$ cat config.mk
export PLATFORM = sky130hd
export DESIGN_NAME = memory_arbiter
export DESIGN_NICKNAME = d
export VERILOG_FILES = /design/src/rtl/cpu_types_pkg.sv /design/src/rtl/memory_arbiter_rr_picker.sv /design/src/rtl/memory_arbiter.sv
export SDC_FILE = /design/constraint.sdc
export NUM_CORES = 1
export LEC_CHECK = 0
export BUFFER_PORTS_ARGS = -buffer_cell sky130_fd_sc_hd__clkbuf_2
export CORE_AREA = 2 2 170 172
export CTS_BUF_LIST = sky130_fd_sc_hd__clkbuf_4
export CTS_CLUSTER_DIAMETER = 120
export DETAILED_ROUTE_END_ITERATION = 10
export DIE_AREA = 0 0 172 174
export GPL_TIMING_DRIVEN = 0
export PLACE_DENSITY = 0.42
export REMOVE_ABC_BUFFERS = 1
export SYNTH_ARGS = -nofsm -noshare
export SYNTH_HDL_FRONTEND = slang
export SYNTH_SLANG_ARGS = --single-unit
$ cat constraint.sdc
create_clock -name CLK -period 1.5 [get_ports CLK]
set_input_delay 0.075 -clock CLK [delete_from_list [all_inputs] [get_ports CLK]]
set_output_delay 0.075 -clock CLK [all_outputs]
set_load 0.005 [all_outputs]
$ cat src/rtl/cpu_types_pkg.sv
// cpu_types_pkg: shared types for the CPU/cache/RAM codebase slice.
//   ramstate_t  : RAM controller status (FREE, BUSY, ACCESS, ERROR)
//   word_t      : 32-bit machine word
//   arb_state_t : memory_arbiter FSM states (IDLE, GRANT)
package cpu_types_pkg;

   typedef enum logic [1:0] {
      FREE   = 2'd0,
      BUSY   = 2'd1,
      ACCESS = 2'd2,
      ERROR  = 2'd3
   } ramstate_t;

   typedef logic [31:0] word_t;

   typedef enum logic {
      IDLE  = 1'b0,
      GRANT = 1'b1
   } arb_state_t;

endpackage

$ cat src/rtl/memory_arbiter_rr_picker.sv
// rr_picker: combinational round-robin search.
//   req   in  N   request vector
//   ptr   in  IW  index to start searching from (cyclic)
//   found out 1   at least one request is set
//   idx   out IW  first set request at or after ptr
module rr_picker #(
   parameter int N = 4,
   localparam int IW = (N > 1) ? $clog2(N) : 1
) (
   input  logic [N-1:0]  req,
   input  logic [IW-1:0] ptr,
   output logic          found,
   output logic [IW-1:0] idx
);

   always_comb begin
      logic [IW-1:0] cand;
      found = 1'b0;
      idx   = '0;
      cand  = '0;
      for (int unsigned k = 0; k < N; k++) begin
         cand = IW'((32'(ptr) + k) % N);
         if (!found && req[cand]) begin
            found = 1'b1;
            idx   = cand;
         end
      end
   end

endmodule

$ cat src/rtl/memory_arbiter.sv
// memory_arbiter: round-robin arbiter between the dcache/icache pairs of
// CPUS cores and a single-ported RAM. Requester 2c is dcache c, 2c+1 is
// icache c. Grant is registered; RAM strobes/address follow the granted
// requester's live inputs while in GRANT.
//
// Ports:
//   CLK, RST            clock, synchronous active-high reset
//   dREN/dWEN/daddr/dstore  per-core data request, address, write data
//   dwait/dload             per-core data wait (1 = not done) and read data
//   iREN/iaddr              per-core instruction request and address
//   iwait/iload             per-core instruction wait and read data
//   ramREN/ramWEN/ramaddr/ramstore  RAM request side
//   ramload/ramstate        RAM read data and status
//
// Build option: define ARB_BURST_EN to let one requester keep the grant for
// up to MAX_BURST consecutive words without an IDLE bubble.
module memory_arbiter
   import cpu_types_pkg::*;
#(
   parameter int CPUS      = 2,
   parameter int AW        = 32,
   parameter int DW        = 32,
   parameter int MAX_BURST = 4
) (
   input  logic               CLK,
   input  logic               RST,
   input  logic [CPUS-1:0]    dREN,
   input  logic [CPUS-1:0]    dWEN,
   input  logic [CPUS*AW-1:0] daddr,
   input  logic [CPUS*DW-1:0] dstore,
   output logic [CPUS-1:0]    dwait,
   output logic [CPUS*DW-1:0] dload,
   input  logic [CPUS-1:0]    iREN,
   input  logic [CPUS*AW-1:0] iaddr,
   output logic [CPUS-1:0]    iwait,
   output logic [CPUS*DW-1:0] iload,
   output logic               ramREN,
   output logic               ramWEN,
   output logic [AW-1:0]      ramaddr,
   output logic [DW-1:0]      ramstore,
   input  logic [DW-1:0]      ramload,
   input  logic [1:0]         ramstate
);

   localparam int N  = 2 * CPUS;
   localparam int IW = (N > 1) ? $clog2(N) : 1;
   localparam int BW = $clog2(MAX_BURST + 1);

`ifdef ARB_BURST_EN
   localparam bit BURST_EN = 1'b1;
`else
   localparam bit BURST_EN = 1'b0;
`endif

   arb_state_t    state;
   logic [IW-1:0] rr_ptr;
   logic [IW-1:0] grant_id;
   logic [BW-1:0] burst_cnt;

   logic [N-1:0]  req;
   logic          pick_found;
   logic [IW-1:0] pick_idx;
   logic [IW-1:0] next_ptr;
   logic          gnt_active;
   logic          done;
   logic          hold;

   for (genvar g = 0; g < CPUS; g++) begin : g_req
      assign req[2*g]   = dREN[g] | dWEN[g];
      assign req[2*g+1] = iREN[g];
   end

   rr_picker #(.N(N)) u_picker (
      .req   (req),
      .ptr   (rr_ptr),
      .found (pick_found),
      .idx   (pick_idx)
   );

   // Read data is broadcast; each consumer qualifies it with its own wait.
   assign dload = {CPUS{ramload}};
   assign iload = {CPUS{ramload}};

   assign next_ptr = (grant_id == IW'(N - 1)) ? '0 : grant_id + 1'b1;

   always_comb begin
      ramREN     = 1'b0;
      ramWEN     = 1'b0;
      ramaddr    = '0;
      ramstore   = '0;
      dwait      = '1;
      iwait      = '1;
      gnt_active = req[grant_id];
      done       = 1'b0;
      if (state == GRANT) begin
         done = gnt_active && (ramstate_t'(ramstate) == ACCESS);
         for (int unsigned c = 0; c < CPUS; c++) begin
            if (grant_id == IW'(2 * c)) begin
               ramaddr  = daddr[c*AW +: AW];
               ramstore = dstore[c*DW +: DW];
               // a write takes precedence over a simultaneous read
               ramWEN   = dWEN[c];
               ramREN   = dREN[c] & ~dWEN[c];
               dwait[c] = ~done;
            end else if (grant_id == IW'(2 * c + 1)) begin
               ramaddr  = iaddr[c*AW +: AW];
               ramREN   = iREN[c];
               iwait[c] = ~done;
            end
         end
      end
      hold = BURST_EN && done && (burst_cnt < BW'(MAX_BURST - 1));
   end

   always_ff @(posedge CLK) begin
      if (RST) begin
         state     <= IDLE;
         rr_ptr    <= '0;
         grant_id  <= '0;
         burst_cnt <= '0;
      end else begin
         case (state)
            IDLE: begin
               if (pick_found) begin
                  grant_id <= pick_idx;
                  state    <= GRANT;
               end
            end
            GRANT: begin
               if (hold) begin
                  burst_cnt <= burst_cnt + 1'b1;
               end else if (done || !gnt_active) begin
                  // completion or abandoned request: rotate past this requester
                  rr_ptr    <= next_ptr;
                  burst_cnt <= '0;
                  state     <= IDLE;
               end
            end
            default: state <= IDLE;
         endcase
      end
   end

endmodule

# [Word level (Yosys, flattened, before mapping)]
# Index checks and enable logic that the tools add are counted.
[totals] elab_cells=83 output_inout_bits=198 reg_bits=5
[classes] mux=47 n_bitwise=8 eq_ne=4 addsub=4 order_cmp=5 n_reduce_logical=12
[ops] cell="32-bit two-way mux" n=8
[ops] cell="1-bit two-way mux" n=26
[ops] cell="2-bit by 3-bit < comparator with 1-bit output, second input constant" n=5
[ops] cell="2-bit two-way mux" n=7
[ops] cell="1-bit binary-select mux with 2-bit select" n=5
[ops] cell="2-bit == test, second input constant" n=3
[ops] cell="2-bit by 1-bit adder with 2-bit output, second input constant" n=2
[ops] cell="2-bit adder, second input constant" n=2
[ops] cell="1-bit logical AND" n=4
[ops] cell="1-bit zero test" n=4
[ops] cell="1-bit NOT" n=4
[ops] cell="2-bit AND reduction" n=2
[ops] cell="1-bit AND" n=2
[ops] cell="2-bit by 1-bit == test with 1-bit output, second input constant" n=1
[ops] cell="2-bit zero test" n=1
[ops] cell="1-bit OR" n=2
[ops] cell="1-bit case mux with 2 select lines" n=1
[ops] cell="1-bit logical OR" n=1

# [Longest topological paths before layout]
# Gate-level depths: netlist of the first run.
[depth] depth_word=15 ltp_mapped=8

# [Hierarchy]
# Synthesis of the first run repeated with hierarchy kept, for this count alone.
[unflattened] hier_cells=392 area_unflattened_um2=2646.3
[modules_own_cells] mod="memory_arbiter" n_inst=1 area_each_um2=2568.7 cells_per_inst=377 seq_area_each_um2=100.1
[modules_own_cells] mod="rr_picker" n_inst=1 area_each_um2=77.6 cells_per_inst=15 seq_area_each_um2=0.0

# [Worst setup path after synthesis of the first run]
# No wires, ideal clock.
[synth_timing] path_type="reg-to-output" start="reg grant_id[0]" end="out ramaddr[10]" path_stages_with_launch=9 required_time_ps=1425 arrival_ps=1614 path_buffers=3 slack_ps=-189 cell_sequence="dfxtp_1 > inv_1 > ha_1 > clkbuf_1 > nor2b_1 > buf_2 > clkbuf_1 > a22oi_1 > a21oi_1"
[synth_between] elab_chain_len=6
[synth_rtl] element="from (decl)" line="memory_arbiter.sv:57" text="logic [IW-1:0] grant_id;"
[synth_rtl] element="from (signal assigned)" line="memory_arbiter.sv:125" text="grant_id <= pick_idx;"
[synth_rtl] element="2-bit by 1-bit == test with 1-bit output" line="memory_arbiter.sv:105" text="end else if (grant_id == IW'(2 * c + 1)) begin"
[synth_rtl] element="32-bit two-way mux" line="memory_arbiter.sv:105"
[synth_rtl] element="32-bit two-way mux" line="memory_arbiter.sv:98" text="if (grant_id == IW'(2 * c)) begin"
[synth_rtl] element="32-bit two-way mux" line="memory_arbiter.sv:105"
[synth_rtl] element="32-bit two-way mux (*)" line="memory_arbiter.sv:98"
[synth_rtl] element="32-bit two-way mux (*)" line="memory_arbiter.sv:95" text="if (state == GRANT) begin"
[synth_rtl] element="to (decl)" line="memory_arbiter.sv:39" text="output logic [AW-1:0] ramaddr,"
# Every way passes the cells marked *; elsewhere a longest branch is shown, timed or not.

# [Worst setup path in the final report of the first run]
[layout_timing] start="reg grant_id[1]" end="out iwait[1]"
[layout_between] elab_chain_len=7
[layout_rtl] element="1-bit binary-select mux with 2-bit select" line="memory_arbiter.sv:93" text="gnt_active = req[grant_id];"
[layout_rtl] element="1-bit two-way mux (not written as such)" line="memory_arbiter.sv:93"
[layout_rtl] element="1-bit logical AND" line="memory_arbiter.sv:96" text="done = gnt_active && (ramstate_t'(ramstate) == ACCESS);"
[layout_rtl] element="1-bit NOT" line="memory_arbiter.sv:108" text="iwait[c] = ~done;"
[layout_rtl] element="1-bit two-way mux" line="memory_arbiter.sv:105"
[layout_rtl] element="1-bit two-way mux (*)" line="memory_arbiter.sv:98"
[layout_rtl] element="2-bit two-way mux (*)" line="memory_arbiter.sv:95"
[layout_rtl] element="to (decl)" line="memory_arbiter.sv:35" text="output logic [CPUS-1:0] iwait,"
# Every way passes the cells marked *; elsewhere a longest branch is shown, timed or not. The select of a mux whose other input is x is not followed.

==> flow_summary.toml, run 1 <==
[worst_setup_path]
crit_type = "flip-flop to output port"
critPathMaxFanout = 4
cp.required_ps = 1420
worst_setup_path_start_kind = "flip-flop"
arrival_ps = 1730
reg2reg_setup_slack_ps = -90
regToRegEndpoint = "rr_ptr[0]$_SDFFE_PP0P_"
cp-end-kind = "output port"
reg2reg_depth = 5
r2r-start = "grant_id[1]$_SDFFE_PP0P_"

[global_routing]
grt_pass1_wl_um = 26950
grt_pass1_vias = 3730
grt_max_degree = 22
antenna_found_initial = 1
grt.total_usage_pct = 12.62
grt.overflow.total = 0

[final_layout]
area_growth_pct = 82.64
final_layout_size_suffix_gt1_share_pct = 76.58
fin_cells = 952
layout.nets = 807
post-route-util_pct = 17.11
diodes = 0

[pwr]
comb_power_share_pct = 85.9
seqPwrFrac_pct = 7.5
ir_worst_vdd_uv = 238.0
leakage_nw = 2.155
pwr-share-clk_pct = 6.6
p_int_mw = 1.503
power_density_nw_per_um2 = 581.4
netSwitchingFraction_pct = 46.49
p_switching_mw = 1.306

[cts]
path_clk_slew_ps = 50
ctsHoldBuffers = 0
clk_path_buf_depth = 2
cts_root_buf = "clkbuf_4"
cts_tree = "done"
cts_made_buffers = 3
htreeDepth = 1
clkLatencyLatePin_ps = 250
cts_sinks = 5

[die]
die_h_um = 174
floorplan.rows = 62
die_w_um = 172
start_util_pct = 9.367
dieArea_um2 = 29930
core_area_um2 = 28240
pin_count = 432

[placed_design]
port_buffers = 271
dp_cells = 885
dp_hpwl_um = 13290
place.gp.congestion = 0.7627
dp_slack_ps = -3335

[hold_path]
worstHoldStart = "RST"
hp-class = "input port to flip-flop"
holdPathEnd = "grant_id[0]$_SDFFE_PP0P_"
whs_path_depth = 2

[timing]
hold_violations = 0
rsz0062_at_grt = "true"
worst-slew-pin-transition_ps = 472.6
clock-skew-final_ps = 4.609
period_needed_ps = 1806
worst_slack_ps = -306.3
timing.hold.ws_ps = 121.2
max_slew_margin_pct = 68.49
period_share_pct = 120.4
slew_viol_final = 0
setup_viol = 73
fmax_ghz = 0.5536

[route]
dr.pass1.iters = 5
final_antenna_net_count = 0
vias = 3984
wire_per_inst_um = 22.18
drt-initial-drc-count = 275
wl_um = 21120
routed_via_density = 4.185
drc_errors = 0

[flow_run]
max_cap_violations = 0

[synthesis]
synth_seq_cells = 5
synthDistinctLibCells = 37
syn_area_um2 = 2645
synth_edf_count = 0
syn_inst = 391
syn-mean-instance-area_um2 = 6.765
seq_area_frac_synth_pct = 3.784
async_flop_share_pct = 0
ys_warn_count = 0
synth-main-ff-cell = "dfxtp_1"

[status]
violations = "negative setup slack"
run_status = "complete, but fails checks"
## repair_timing
action	CTS	global route
setup endpoints to repair	73	73
cloned	7	3
resized for setup	93	94
buffers inserted	52	2
pin swaps	33	24
endpoints found under the hold margin	0	0
## per-stage QoR
step | cell area (um^2) | setup TNS, ps | power, mW
after global routing | 4831 | -22100 | 3.004
after detailed placement | 3427 | -142410 | 1.596
after floorplan | 1551 | -99640 | 0.8447
after global placement | 3388 | -234260 | 1.581
final | 4831 | -17360 | 2.809
after CTS | 4548 | -17150 | 2.626
## per-layer routing
metal	vias to the layer above	track usage, %	part of all wire [%]
met5	-	4.181	0.65
met4	7	1.225	1.1
met3	25	6.466	13
met2	362	19.14	44
met1	1905	16.15	41
li1	1685	-	-
## cells in the mapped netlist (all sizes together), types with 2 or more instances
| master | count | area [um^2] |
|---|---|---|
| a22oi | 64 | 480.5 |
| a211o | 2 | 17.52 |
| a311oi | 2 | 17.52 |
| o221ai | 32 | 280.3 |
| dfxtp | 5 | 100.1 |
| nor3 | 5 | 25.02 |
| clkbuf | 28 | 105.1 |
| nand2 | 8 | 30.03 |
| buf | 134 | 988.4 |
| a21oi | 38 | 190.2 |
| ha | 4 | 50.05 |
| inv | 6 | 22.52 |
| nor2b | 3 | 18.77 |
| or2 | 2 | 15.02 |
| nor2 | 38 | 142.6 |
| nand3 | 2 | 10.01 |
## sequential cells by signal (all words and copies together), names as in the netlist
name	cells
grant_id	2
rr_ptr	2
state	1
## cells by family (layout without fill, tap and decap cells)
| group | after synthesis | count (layout) | synth area share, % |
|---|---|---|---|
| and+or+nand+nor | 64 | 68 | 10.93 |
| DFF | 5 | 5 | 3.784 |
| adders and majority gates | 4 | 4 | 1.892 |
| buffers and inverters | 169 | 342 | 42.34 |
| AOI/OAI and AO/OA | 147 | 147 | 39.83 |
| muxes | 2 | 2 | 1.230 |
## worst max path at each step
stage,slack (ps),to,from
finish,-310,iwait[1],grant_id[1]$_SDFFE_PP0P_
global route,-370,ramstore[28],grant_id[0]$_SDFFE_PP0P_
CTS,-280,ramREN,grant_id[1]$_SDFFE_PP0P_
detailed placement,-3340,ramaddr[22],grant_id[0]$_SDFFE_PP0P_
global placement,-4200,ramaddr[22],grant_id[0]$_SDFFE_PP0P_
floorplan,-1750,ramaddr[0],grant_id[0]$_SDFFE_PP0P_
## power by group through the flow
stage	logic, mW	registers (mW)	clock network (mW)
after detailed placement	1.39	0.208	0
after floorplan	0.661	0.184	0
final	2.41	0.209	0.187
after global routing	2.60	0.213	0.190
after CTS	2.23	0.208	0.187
after global placement	1.37	0.208	0
## layout make-up
cell class | instances | area (um^2)
timing repair buffer | 329 | 2140
clock buffer | 4 | 30.03
multi-input combinational | 221 | 1984
timing repair inverter | 2 | 23.77
sequential | 5 | 111.4
inverter | 7 | 61.31
fill | 3238 | 23410
tap | 384 | 480.5
## layout by cell type (no fill, tap or decap), types with 4 or more instances in the layout
cell      count
a21oi_1      29
a21oi_2       8
a22oi_1      19
a22oi_2      45
buf_12       13
buf_16        4
buf_2        53
buf_4        26
buf_6        10
buf_8         4
clkbuf_2    217
clkbuf_4      4
ha_4          4
nand2_1       4
nor2_1       35
nor3_1        5
o221ai_1     18
o221ai_2     14
## critical path, cell delays in order, from the launching register on
cell and delay [ps]:
dfxtp_4 390, buf_6 110, mux4_2 530, and4b_4 260
nand3_4 90, buf_8 100
Note: power is estimated with default switching activity, not from simulation.
==> inputs of run 2 (changes only) <==
--- a/config.mk
+++ b/config.mk
@@ -11,7 +11,7 @@
 export CTS_CLUSTER_DIAMETER = 120
 export DETAILED_ROUTE_END_ITERATION = 10
 export DIE_AREA = 0 0 172 174
-export GPL_TIMING_DRIVEN = 0
+export GPL_TIMING_DRIVEN = 1
 export PLACE_DENSITY = 0.42
 export REMOVE_ABC_BUFFERS = 1
 export SYNTH_ARGS = -nofsm -noshare
==> run 2 against run 1 <==
Sequential cell count is the same; die area is the same; critical path type unchanged; register-to-register slack is essentially flat; combinational power shrank 11%; first-iteration DRC count shrank 57%; sequential share of layout area is essentially flat; wire length shrank 14%; via count shrank 4.0%; design area shrank 4.8%; highest routed layer unchanged; non-clock buffer count grew 8; the run still ends with negative setup slack left; clock power shrank 3%; sequential power shrank 15%.
==> flow_summary.toml, run 2 (same netlist as run 1, synthesis figures left out) <==
[status]
run_status = "complete, but fails checks"
violations = "negative setup slack"

[hold_path]
worstHoldStart = "RST"
hp-class = "input port to flip-flop"

[final_layout]
final_common_cell = "clkbuf_2"
mostFrequentLayoutCells = "clkbuf_2 (257), a22oi_2 (45), nor2_1 (37), buf_4 (33)"
post-route-util_pct = 16.29
diodes = 0
reg_top3 = "grant_id (2), rr_ptr (2), state (1)"
final_layout_size_suffix_gt1_share_pct = 72.11
fillCellCount = 3270
area_growth_pct = 73.89
layout.nets = 809

[worst_setup_path]
crit_type = "flip-flop to output port"
arrival_ps = 1750
max_stage_delay_ps = 370
cp-end-kind = "output port"
reg2reg_setup_slack_ps = -80
worst_setup_path_start_kind = "flip-flop"
slowest_stage = "dfxtp_4"
cp.required_ps = 1420
critPathMaxFanout = 4
r2r-start = "grant_id[1]$_SDFFE_PP0P_"
cp_cell_sequence = "buf_6 -> ha_4 -> nor2b_4 -> a221oi_1 -> a211o_1 -> a21oi_2 -> clkbuf_2"
critPathLaunch = "grant_id[0]$_SDFFE_PP0P_"

[die]
start_util_pct = 9.367
core_area_um2 = 28240
floorplan.rows = 62
dieArea_um2 = 29930
die_h_um = 174
pin_count = 432
die_w_um = 172

[cts]
clkLatencyLatePin_ps = 250
path_clk_slew_ps = 50
clk_path_buf_depth = 2
cts_root_buf = "clkbuf_4"
htreeDepth = 1
cts_made_buffers = 3
cts_sinks = 5
cts_tree = "done"

[timing]
clock-skew-final_ps = 7.420
period_share_pct = 121.9
fmax_ghz = 0.5470
worst-slew-pin-transition_ps = 338.0
period_needed_ps = 1828
max_slew_margin_pct = 77.44
setup_tns_ps = -18500
rsz0062_at_grt = "true"
setup_viol = 73
hold_violations = 0
worst_slack_ps = -328.2
slew_viol_final = 0
timing.hold.ws_ps = 129.3

[pwr]
p_total_mw = 2.505
p_switching_mw = 1.104
comb_power_share_pct = 85.7
leakage_nw = 2.131
pwr-share-clk_pct = 7.2
netSwitchingFraction_pct = 44.06
power_density_nw_per_um2 = 544.7
ir_worst_vdd_uv = 304.3
p_int_mw = 1.402
seqPwrFrac_pct = 7.1

[global_routing]
grt.overflow.total = 0
grt_max_degree = 33
grt.total_usage_pct = 10.79
grt_pass1_vias = 3713
grt_pass1_wl_um = 23810
antenna_found_initial = 1

[route]
dr.pass1.iters = 4
drt-initial-drc-count = 118
wire_per_inst_um = 18.94
vias = 3826
final_antenna_net_count = 0
drc_errors = 0
wl_um = 18060
routed_via_density = 4.010

[placed_design]
port_buffers = 271
place.gp.congestion = 0.7954
dp_hpwl_um = 14450

[flow_run]
max_cap_violations = 0
==> run 2: what timing repair did <==
item	in CTS	in global routing
buffers inserted	4	1
endpoints found under the setup margin	73	73
hold buffers	0	0
cloned	2	3
resized for setup	59	55
pin swaps	36	13
==> run 2: final timing paths <==
check	endpoint	cells past startpoint
worst max register to register	rr_ptr[0]$_SDFFE_PP0P_	5
worst max-delay path	ramREN	7
worst min register to register	rr_ptr[0]$_SDFFE_PP0P_	2
worst min-delay path	grant_id[0]$_SDFFE_PP0P_	2
==> run 2: routing by layer <==
metal	vias to the layer above	share of wire, %	global-route usage, %
met1	1807	42	13.34
met2	318	43	15.75
li1	1678	-	-
met5	-	0.47	5.351
met3	17	14	6.466
met4	6	1.2	1.716
==> run 2: power groups by stage <==
stage          Sequential, mW  Combinational [mW]  Clock, mW
6_report                0.178                2.15      0.181
5_1_grt                 0.182                2.34      0.198
4_1_cts                 0.178                1.92      0.187
3_5_place_dp            0.174                1.70          0
3_3_place_gp            0.174                1.72          0
2_1_floorplan           0.184               0.661          0
==> run 2: per-stage QoR <==
step           cells  cell area (um^2)  setup slack (ps)
2_1_floorplan    229              1551             -1746
3_3_place_gp     941              3976            -263.9
3_5_place_dp     941              3976            -263.2
4_1_cts          951              4340            -344.6
5_1_grt          954              4599            -404.6
6_report         954              4599            -328.2
==> run 2: cell type report <==
cell class                      count  area [um^2]  area share (%)
Inverter                            7        33.78          0.7345
Clock buffer                        4        30.03          0.6529
Sequential cell                     5        107.6           2.339
Tap cell                          384        480.5           10.45
Timing Repair Buffer              337         2180           47.39
Multi-Input combinational cell    217         1768           38.44
==> run 2: critical path: cells and delay by family, from the launching register on <==
family          cells  cell delay [ps]
compound gates      3              560
flops               1              370
simple gates        1              240
buf+inv             2              230
fa+ha+maj           1              110
==> inputs of run 3 (changes only) <==
--- a/config.mk
+++ b/config.mk
@@ -5,14 +5,16 @@
 export SDC_FILE = /design/constraint.sdc
 export NUM_CORES = 1
 export LEC_CHECK = 0
+export ABC_AREA = 1
 export BUFFER_PORTS_ARGS = -buffer_cell sky130_fd_sc_hd__clkbuf_2
+export CAP_MARGIN = 5
 export CORE_AREA = 2 2 170 172
 export CTS_BUF_LIST = sky130_fd_sc_hd__clkbuf_4
 export CTS_CLUSTER_DIAMETER = 120
 export DETAILED_ROUTE_END_ITERATION = 10
 export DIE_AREA = 0 0 172 174
 export GPL_TIMING_DRIVEN = 1
-export PLACE_DENSITY = 0.42
+export PLACE_DENSITY = 0.43
 export REMOVE_ABC_BUFFERS = 1
 export SYNTH_ARGS = -nofsm -noshare
 export SYNTH_HDL_FRONTEND = slang
==> run 3 against run 2 <==
The run still ends with negative setup slack left; final cell count is 8.1% higher; clock skew is 5.1 ps lower; clock power is 3% lower; maximum frequency is 0.38% lower.
==> flow_summary.toml, run 3 <==
[hold_path]
hp-class = "input port to output port"
worstHoldStart = "ramload[10]"

[timing]
timing.hold.ws_ps = 150.2
period_share_pct = 122.3
fmax_ghz = 0.5449
clock-skew-final_ps = 2.340
period_needed_ps = 1835
rsz0062_at_grt = "true"
setup_tns_ps = -19360
worst_slack_ps = -335.1
slew_viol_final = 0
setup_viol = 70
hold_violations = 0
max_slew_margin_pct = 71.89
worst-slew-pin-transition_ps = 421.6

[pwr]
power_density_nw_per_um2 = 1279
pwr-share-clk_pct = 2.6
leakage_nw = 2.394
p_int_mw = 3.265
comb_power_share_pct = 93.4
netSwitchingFraction_pct = 51.20
ir_worst_vdd_uv = 576.6
p_switching_mw = 3.426
seqPwrFrac_pct = 4.0

[die]
floorplan.rows = 62
start_util_pct = 10.08
pin_count = 432
die_h_um = 174
dieArea_um2 = 29930
die_w_um = 172
core_area_um2 = 28240

[synthesis]
syn_inst = 467
async_flop_share_pct = 0
synth_area_leaders = "buf_4 (34%), nand2_1 (14%), a221oi_1 (9.8%), o221ai_1 (9.8%), a21oi_1 (7.2%)"
synth.most_common_cell = "buf_4"
seq_area_frac_synth_pct = 3.516
yosys-top-cells-count = "buf_4 (128), nand2_1 (106), a21oi_1 (41)"
synth-main-ff-cell = "dfxtp_1"
syn_area_um2 = 2846
syn-mean-instance-area_um2 = 6.095
ys_warn_count = 0
synth_seq_cells = 5
yosysTopAreaCell = "buf_4"
synthDistinctLibCells = 29
synth_edf_count = 0
synth_top_area_share_pct = 33.76

[worst_setup_path]
critPathMaxFanout = 7
r2r-start = "grant_id[0]$_SDFFE_PP0P_"
cp.required_ps = 1420
arrival_ps = 1760
crit_type = "flip-flop to output port"
worst_setup_path_start_kind = "flip-flop"
critPathLaunch = "grant_id[0]$_SDFFE_PP0P_"
cp-end-kind = "output port"

[final_layout]
reg_top3 = "grant_id (2), rr_ptr (2), state (1)"
mostFrequentLayoutCells = "clkbuf_2 (245), nand2_1 (78), buf_4 (41), nor2_1 (36), a21oi_2 (31)"
final_layout_size_suffix_gt1_share_pct = 74.46
layout.nets = 885
final_common_cell = "clkbuf_2"
area_growth_pct = 83.82
post-route-util_pct = 18.53

[flow_run]
max_cap_violations = 0

[placed_design]
port_buffers = 271
dp_slack_ps = -303.8
place.gp.congestion = 0.8264
dp_hpwl_um = 22420

[route]
routed_via_density = 4.087
wire_per_inst_um = 26.28
final_antenna_net_count = 0
vias = 4214
dr.pass1.iters = 4
drc_errors = 0
wl_um = 27100
drt-initial-drc-count = 209

[cts]
cts_sinks = 5
cts_made_buffers = 3
htreeDepth = 1
clk_path_buf_depth = 2
ctsHoldBuffers = 0
cts_root_buf = "clkbuf_4"
cts_tree = "done"
clkLatencyLatePin_ps = 240
path_clk_slew_ps = 50

[global_routing]
antenna_found_initial = 0
grt.overflow.total = 0
grt_pass1_vias = 4170
grt_pass1_wl_um = 33170
grt.total_usage_pct = 16.45
grt_max_degree = 35

[status]
violations = "negative setup slack"
run_status = "complete, but fails checks"
[run 3: cell count changes after synthesis, sizes merged, moves of 3 or more]
cell	delta
o21ai	+5
nand2	+103
a221oi	+31
inv	+8
a21oi	+3
clkbuf	-7
buf	+4
nor2b	-3
nor2	+3
nand3	+12
nor3	-5
a22oi	-64
[run 3: power groups by stage]
stage / registers [mW] / logic, mW / clock network (mW)
finish: 0.266 / 6.25 / 0.176
global route: 0.276 / 6.75 / 0.202
CTS: 0.250 / 5.54 / 0.183
detailed placement: 0.239 / 4.19 / 0
global placement: 0.240 / 4.21 / 0
floorplan: 0.260 / 1.97 / 0
[run 3: final cells by class]
cell class / instances / area (um^2)
Sequential cell: 5 / 112.6
Timing Repair Buffer: 334 / 2215
Clock buffer: 4 / 30.03
Inverter: 16 / 78.83
Fill cell: 3284 / 23000
Multi-Input combinational cell: 287 / 2313
Tap cell: 384 / 480.5
Antenna cell: 1 / 2.502
[run 3: path summary, 6_finish.rpt]
check | depth (start not counted) | to | slack [ps]
worst max-delay path | 10 | ramaddr[1] | -340
worst min register to register | 3 | rr_ptr[1]$_SDFFE_PP0P_ | 650
worst max register to register | 9 | rr_ptr[1]$_SDFFE_PP0P_ | 80
worst min-delay path | 0 | iload[42] | 150
[run 3: timing repair]
| action | in CTS | in global routing |
|---|---|---|
| gates cloned | 4 | 4 |
| gates resized for setup | 110 | 119 |
| endpoints found under the setup margin | 73 | 75 |
| setup buffers | 9 | 5 |
| pin swaps | 12 | 34 |
[run 3: per-layer routing]
| layer | vias up | part of all wire, % | GRT usage, % | wire (um) |
|---|---|---|---|---|
| met4 | 2 | 2.8 | 3.887 | 747 |
| met3 | 20 | 14 | 9.745 | 3748 |
| li1 | 1862 | - | - | - |
| met5 | - | 0.38 | 3.512 | 103 |
| met2 | 369 | 48 | 28.70 | 13080 |
| met1 | 1961 | 35 | 16.43 | 9419 |
[run 3: worst max-delay path, cell delays in order, from the launching register on]
cell	delay (ps)
dfxtp_2	320
buf_4	110
ha_2	170
inv_2	50
nor2_4	120
clkinv_4	100
buf_12	150
buf_6	130
o221ai_1	160
nor2_1	70
clkbuf_2	110
[run 3: metrics by stage]
| stage | std cells | power, mW | cell area, um^2 |
|---|---|---|---|
| CTS | 1024 | 5.969 | 4723 |
| global placement | 1008 | 4.446 | 4015 |
| detailed placement | 1008 | 4.432 | 4015 |
| finish | 1031 | 6.691 | 5233 |
| floorplan | 308 | 2.227 | 1750 |
| global route | 1030 | 7.227 | 5230 |
[run 3: cells by family after synthesis]
family	count (synthesis)	share of synthesized area, %
AOI/OAI and AO/OA	115	29.45
adders and majority gates	4	1.758
buffers and inverters	175	40.70
DFF	5	3.517
and+or+nand+nor	168	24.57
